$ cat src/rtl/ring_fsm_pkg.sv
// Shared types and the ring step function for the N-state ring sequencer.
// Imported by ring_fsm_n and ring_hit_counter.

package ring_fsm_pkg;

   typedef enum logic {
      DIR_DOWN = 1'b0,
      DIR_UP   = 1'b1
   } dir_e;

   localparam int RING_STATE_RESET = 0;

   typedef struct packed {
      logic [31:0] state;
      logic        wrap;
   } ring_step_t;

   // A wrap is any move between the two ends of the ring; with N=2 every step is one.
   function automatic ring_step_t ring_next(input int unsigned state,
                                            input dir_e        dir,
                                            input int unsigned n);
      ring_step_t r;
      if (dir == DIR_UP)
         r.state = (state == n - 1) ? 32'd0 : state + 1;
      else
         r.state = (state == 0) ? n - 1 : state - 1;
      r.wrap = ((state == n - 1) && (r.state == 32'd0)) ||
               ((state == 0) && (r.state == n - 1));
      return r;
   endfunction

endpackage

$ cat src/rtl/ring_hit_counter.sv
// Saturating match counter for ring_fsm_n; only built when RING_FSM_HITCNT_EN is defined,
// so the default build carries no counter at all.

`ifdef RING_FSM_HITCNT_EN
module ring_hit_counter
   import ring_fsm_pkg::*;
#(
   parameter int CNT_W = 8
) (
   input  logic             CLK,
   input  logic             RST,
   input  logic             INC,
   output logic [CNT_W-1:0] COUNT
);

   logic [CNT_W-1:0] count_q;

   always_ff @(posedge CLK) begin
      if (RST)
         count_q <= '0;
      else if (INC && (count_q != {CNT_W{1'b1}}))
         count_q <= count_q + 1'b1;
   end

   assign COUNT = count_q;

endmodule
`endif

$ cat src/rtl/ring_fsm_n.sv
// Parametrised N-state up/down ring sequencer with load, registered match and wrap pulse.
// Define RING_FSM_HITCNT_EN to add the saturating HITS counter (width CNT_W).

module ring_fsm_n
   import ring_fsm_pkg::*;
#(
   parameter int N_STATES = 4,
`ifdef RING_FSM_HITCNT_EN
   parameter int CNT_W    = 8,
`endif
   localparam int SW      = $clog2(N_STATES)
) (
   input  logic          CLK,
   input  logic          RST,
   input  logic          EN,
   input  logic          IN,
   input  logic          LOAD,
   input  logic [SW-1:0] LOAD_VAL,
   input  logic [SW-1:0] MATCH_SEL,
   output logic [SW-1:0] STATE,
   output logic          MATCH,
   output logic          WRAP
`ifdef RING_FSM_HITCNT_EN
   ,
   output logic [CNT_W-1:0] HITS
`endif
);

   if ((N_STATES < 2) || (N_STATES > 256)) begin : g_bad_n
      $error("ring_fsm_n: N_STATES must be within 2..256");
   end

   // One extra bit so N_STATES = 2^SW is representable for range checks.
   localparam logic [SW:0] N_LIMIT = (SW + 1)'(N_STATES);

   logic [SW-1:0] state_q, state_d;
   logic          match_q, match_d;
   logic          wrap_q,  wrap_d;
   logic          state_ok, load_ok, sel_ok;
   ring_step_t    step;

   assign state_ok = {1'b0, state_q}   < N_LIMIT;
   assign load_ok  = {1'b0, LOAD_VAL}  < N_LIMIT;
   assign sel_ok   = {1'b0, MATCH_SEL} < N_LIMIT;

   // An out-of-range target must not match a corrupted state holding the same code.
   assign match_d  = (state_q == MATCH_SEL) && sel_ok;

   always_comb begin
      // NOTE: every output of this block gets a default first, so no path can infer a latch.
      state_d = state_q;
      wrap_d  = 1'b0;
      step    = ring_next(32'(state_q), dir_e'(IN), N_STATES);

      if (LOAD)
         state_d = load_ok ? LOAD_VAL : SW'(RING_STATE_RESET);
      else if (!state_ok)
         state_d = SW'(RING_STATE_RESET);
      else if (EN) begin
         state_d = SW'(step.state);
         wrap_d  = step.wrap;
      end
   end

   always_ff @(posedge CLK) begin
      // NOTE: sequential state uses non-blocking assignments so every register samples pre-edge values.
      if (RST) begin
         state_q <= SW'(RING_STATE_RESET);
         match_q <= 1'b0;
         wrap_q  <= 1'b0;
      end else begin
         state_q <= state_d;
         match_q <= match_d;
         wrap_q  <= wrap_d;
      end
   end

   assign STATE = state_q;
   assign MATCH = match_q;
   assign WRAP  = wrap_q;

`ifdef RING_FSM_HITCNT_EN
   ring_hit_counter #(
      .CNT_W (CNT_W)
   ) u_hit_counter (
      .CLK   (CLK),
      .RST   (RST),
      .INC   (match_d),
      .COUNT (HITS)
   );
`endif

endmodule
$ cat config.mk
export PLATFORM = sky130hd
export DESIGN_NAME = ring_fsm_n
export DESIGN_NICKNAME = d
export VERILOG_FILES = /design/src/rtl/ring_fsm_pkg.sv /design/src/rtl/ring_hit_counter.sv /design/src/rtl/ring_fsm_n.sv
export SDC_FILE = /design/constraint.sdc
export NUM_CORES = 1
export LEC_CHECK = 0
export CAP_MARGIN = 20
export CORE_AREA = 2 2 39 41
export CTS_CLUSTER_DIAMETER = 120
export DETAILED_ROUTE_END_ITERATION = 10
export DIE_AREA = 0 0 41 43
export PLACE_DENSITY = 0.53
export SLEW_MARGIN = 20
export SYNTH_ARGS = -nofsm -noshare
export SYNTH_HDL_FRONTEND = slang
export SYNTH_HIERARCHICAL = 1
export SYNTH_SLANG_ARGS = --single-unit
$ cat constraint.sdc
create_clock -name CLK -period 1.8 [get_ports CLK]
set_clock_uncertainty 0.2 [all_clocks]
set_input_delay 0.36 -clock CLK [delete_from_list [all_inputs] [get_ports CLK]]
set_output_delay 0.36 -clock CLK [all_outputs]
set_load 0.05 [all_outputs]
# Word level (Yosys, flattened, before mapping)
# Cells that the tools add are included.
# totals
output_inout_bits	4
register_bits	4
word_cells	21
# classes
reduce_logical	7
muxes	5
n_bitwise	1
n_addsub	2
eq_ne	3
# ops
op	count
32-bit two-way mux	2
32-bit by 2-bit == test with 1-bit output, second input constant	1
32-bit logical NOT	1
2-bit two-way mux	2
2-bit by 1-bit adder with 3-bit output, second input constant	1
3-bit two-way mux	1
3-bit OR reduction	1
2-bit by 1-bit subtractor with 3-bit output, second input constant	1
2-bit == test	1
2-bit == test, second input constant	1
1-bit logical AND	2
2-bit logical NOT	1
2-bit nonzero test	1
1-bit logical OR	1
1-bit inverter	1

# Depth between registers and ports, before layout
# Gate-level depths: netlist (run 1).
# depth
ltp_word	6
mapped_depth	5

# Worst setup path after synthesis (run 1)
# OpenSTA, ideal clock, no wires.
# synth_timing
path_kind	flip-flop to flip-flop
from	reg state_q[0] (netlist: STATE[0])
to	reg wrap_q (netlist: WRAP)
setup_ps	128
n_path_buf	0
path_slack_ps	-269
t_arrival_ps	1742
stages_incl_launch_ff	6
path_cell_list	dfxtp_1 inv_1 ha_1 and4bb_2 a221oi_1 a311oi_1
# synth_between
elab_chain_len	6
elab_cells_between_ends	12
cone_classes	2 x add/sub; 2 x eq/ne; 3 x mux; 5 x reduce/logical
# synth_rtl
item	line_no	rtl
start: declaration	ring_fsm_n.sv:36	logic [SW-1:0] state_q, state_d;
start signal: assignment	ring_fsm_n.sv:68	state_q <= SW'(RING_STATE_RESET);
start signal: assignment	ring_fsm_n.sv:72	state_q <= state_d;
2-bit by 1-bit subtractor with 3-bit output (tied with other cells)	ring_fsm_pkg.sv:26	r.state = (state == 0) ? n - 1 : state - 1;
32-bit two-way mux or 3-bit two-way mux (tied branches)	ring_fsm_pkg.sv:26, ring_fsm_pkg.sv:24	
32-bit two-way mux	ring_fsm_pkg.sv:23	if (dir == DIR_UP)
32-bit by 2-bit == test with 1-bit output or 32-bit logical NOT (tied branches)	ring_fsm_pkg.sv:28, ring_fsm_pkg.sv:27	
1-bit logical AND, on equally long branches	ring_fsm_pkg.sv:28, ring_fsm_pkg.sv:27	
1-bit logical OR *	ring_fsm_pkg.sv:27	r.wrap = ((state == n - 1) && (r.state == 32'd0)) ||
end signal: assignment	ring_fsm_n.sv:74	wrap_q <= wrap_d;
end: declaration	ring_fsm_n.sv:38	logic wrap_q, wrap_d;
# Mark *: on every way between the ends. The rest lies on a longest branch, timed or not.
# A chain may end at the register's enable or synchronous reset.

# Final worst setup path (run 1)
# layout_timing
from	reg state_q[1] (netlist: STATE[1])
to	reg wrap_q (netlist: WRAP)
# The elaborated chain is that of the path after synthesis.

==> impl_metrics.yaml, run 1 <==
status:
  status: "finished clean"
worst_setup_path:
  crit_fanout: 5
  crit_start: "STATE[1]"
  cp_data_arrival_time_ps: 1600
  regToRegEndpoint: "WRAP"
  endpoint_kind: "flop"
  setup.worst_path.start_class: "flop"
  crit_end: "WRAP"
  worst-setup-path-type: "flop to flop"
  r2r_cells: 5
  reg2reg_from: "STATE[1]"
  r2r_setup_slack_ps: 110
  critPathRequiredTime_ps: 1710
sta:
  tightest_slew_ps: 256
  setup_tns_ps: 0
  setup_viol: 0
  finalHoldWorstSlack_ps: 397
  maxSlewHeadroom_pct: 82.9
  period_minus_slack_ps: 1690
  rsz0062_at_grt: "false"
  fmax_mhz: 592
  maxSlewViolCount: 0
  fin_crit_sh_pct: 93.8
  hold_viol_final: 0
  fin_ws_ps: 112
route:
  avgRoutedWirePerCell_um: 8.75
  drt_first_pass_iters: 4
  antenna_left: 0
  routed_wirelength_um: 560
  drc_errors: 0
  drtIter0Drc: 6
  via_per_inst: 4.06
  vias: 260
cts:
  cts.sinks: 4
  numCtsBuffers: 3
  htree_levels: 1
  clk_latency_ps: 240
  cts_max_path_buffers: 2
  cts_hold_buf: 0
  post_cts_resized: 0
  cts_root_buf: "clkbuf_4"
  cts_tree: "done"
  clk_pin_slew_ps: 40
  cts_setup_buffers: 0
floorplanning:
  io_pins: 13
  die_w_um: 41
  initial_core_util_pct: 18.7
  rows: 14
  fp.dieArea_um2: 1760
  die_h_um: 43
  fp.coreArea_um2: 1380
yosys:
  synthCells: 30
  muxShareOfSynthArea_pct: 3.86
  syn_nets: 42
  synth_simple_gate_area_share_pct: 16.4
  synth_area_um2: 259
  ys_seq_area_share_pct: 30.9
  synth_seq_cells: 4
  post_synth_xor_area_fraction_pct: 13.5
  synthAdderAreaFrac_pct: 14.5
  synth_top_family_by_area: "simple AND/OR/NAND/NOR gates"
  synth_compound_area_share_pct: 13.5
  yosys_warnings: 6
  synth_area_per_cell_um2: 8.63
  synth.distinct_cells: 14
flow_run:
  cap_violations: 0
power:
  power.leakage_uw: 0.000206
  peakVddDrop_v: 0.000512
  power_density_nw_per_um2: 741
global_routing:
  grt_pass1_wl_um: 883
  grt_pass1_vias: 231
  grt_use_total_pct: 7.81
  antenna_found_initial: 0
  gr-total-overflow: 0
  grt_max_degree: 6
finish:
  fin_util_pct: 33.3
  antennaDiodeCount: 0
  layout_common_cells: "8 x clkdlybuf4s50_1, 5 x inv_1, 4 x xor2_1, 4 x buf_4"
  fin_nets: 61
  area_growth_pct: 77.8
  drive_gt1_share_pct: 25.0
  final_common_cell: "clkdlybuf4s50_1"
place:
  dp_slack_ps: 130
  numPortBuffers: 12
  dp_hpwl_um: 447
  place_congestion: 0.636
worst_hold_path:
  worstHoldPathType: "flop to flop"
==> worst max-delay path, stage by stage, from the launching register on <==
cell,delay [ps]
dfxtp_2,380
inv_1,70
ha_1,330
and4bb_2,250
a221oi_1,260
a311oi_1,70
==> how the worst min path moves through the flow <==
stage              from        to  slack (ps)  cells after the start
6_report       STATE[0]      WRAP         400                      3
5_1_grt        STATE[0]      WRAP         440                      3
4_1_cts        STATE[1]     MATCH         400                      2
3_5_place_dp   STATE[1]     MATCH         390                      2
3_3_place_gp   STATE[0]      WRAP         390                      3
2_1_floorplan       RST  STATE[0]         220                      1
==> Yosys cell counts, drive strengths merged <==
cell	number	area share [%]
nor2	3	4.3
a311oi	1	3.4
nor3	1	1.9
ha	3	14
o21a	1	2.9
nand4	1	2.4
dfxtp	4	31
a221oi	1	3.4
xor2	4	14
and4bb	1	4.8
mux2i	1	3.9
inv	5	7.2
a21oi	2	3.9
nand2	2	2.9
==> stage by stage <==
step / instance area [um^2] / total power (uW) / instances
global route: 460 / 365 / 64
CTS: 460 / 350 / 64
floorplan: 264 / 165 / 30
global placement: 434 / 220 / 60
finish: 460 / 341 / 64
detailed placement: 434 / 220 / 60
==> metal layers <==
metal	GRT usage [%]	up-vias	wire length [um]
li1	-	139	-
met1	10.2	111	267
met2	9.69	10	248
met3	6.28	0	44
met4	2.00	0	0
met5	0	-	0
==> sequential cells by signal, summed over array words and instances (netlist names) <==
signal / count
STATE: 2
MATCH: 1
WRAP: 1
==> where the power goes <==
part / total, uW / switching [uW] / internal (uW)
registers: 101 / 5.28 / 96.2
logic: 116 / 58.4 / 58.1
clock network: 123 / 39.7 / 83.4
==> logic make-up after synthesis <==
| family | count (synthesis) |
|---|---|
| AO/OA/AOI/OAI | 5 |
| XOR/XNOR | 4 |
| adder cells (fa/ha/maj) | 3 |
| buffers and inverters | 5 |
| flip-flops | 4 |
| multiplexers | 1 |
| AND/OR/NAND/NOR | 8 |
==> cell type report <==
type	count	area (um^2)
sequential	4	85.1
multi-input combinational	21	160
fill	142	923
clock buffer	4	26.3
tap	16	20.0
inverter	5	18.8
timing repair buffer	14	150
(Power assumes the default switching activity.)
==> inputs of run 2 (changes only) <==
TNS_END_PERCENT = 10   (was not set)
==> results of run 2 <==
Same layout as run 1: the final DEF is identical, and so are final timing and power.
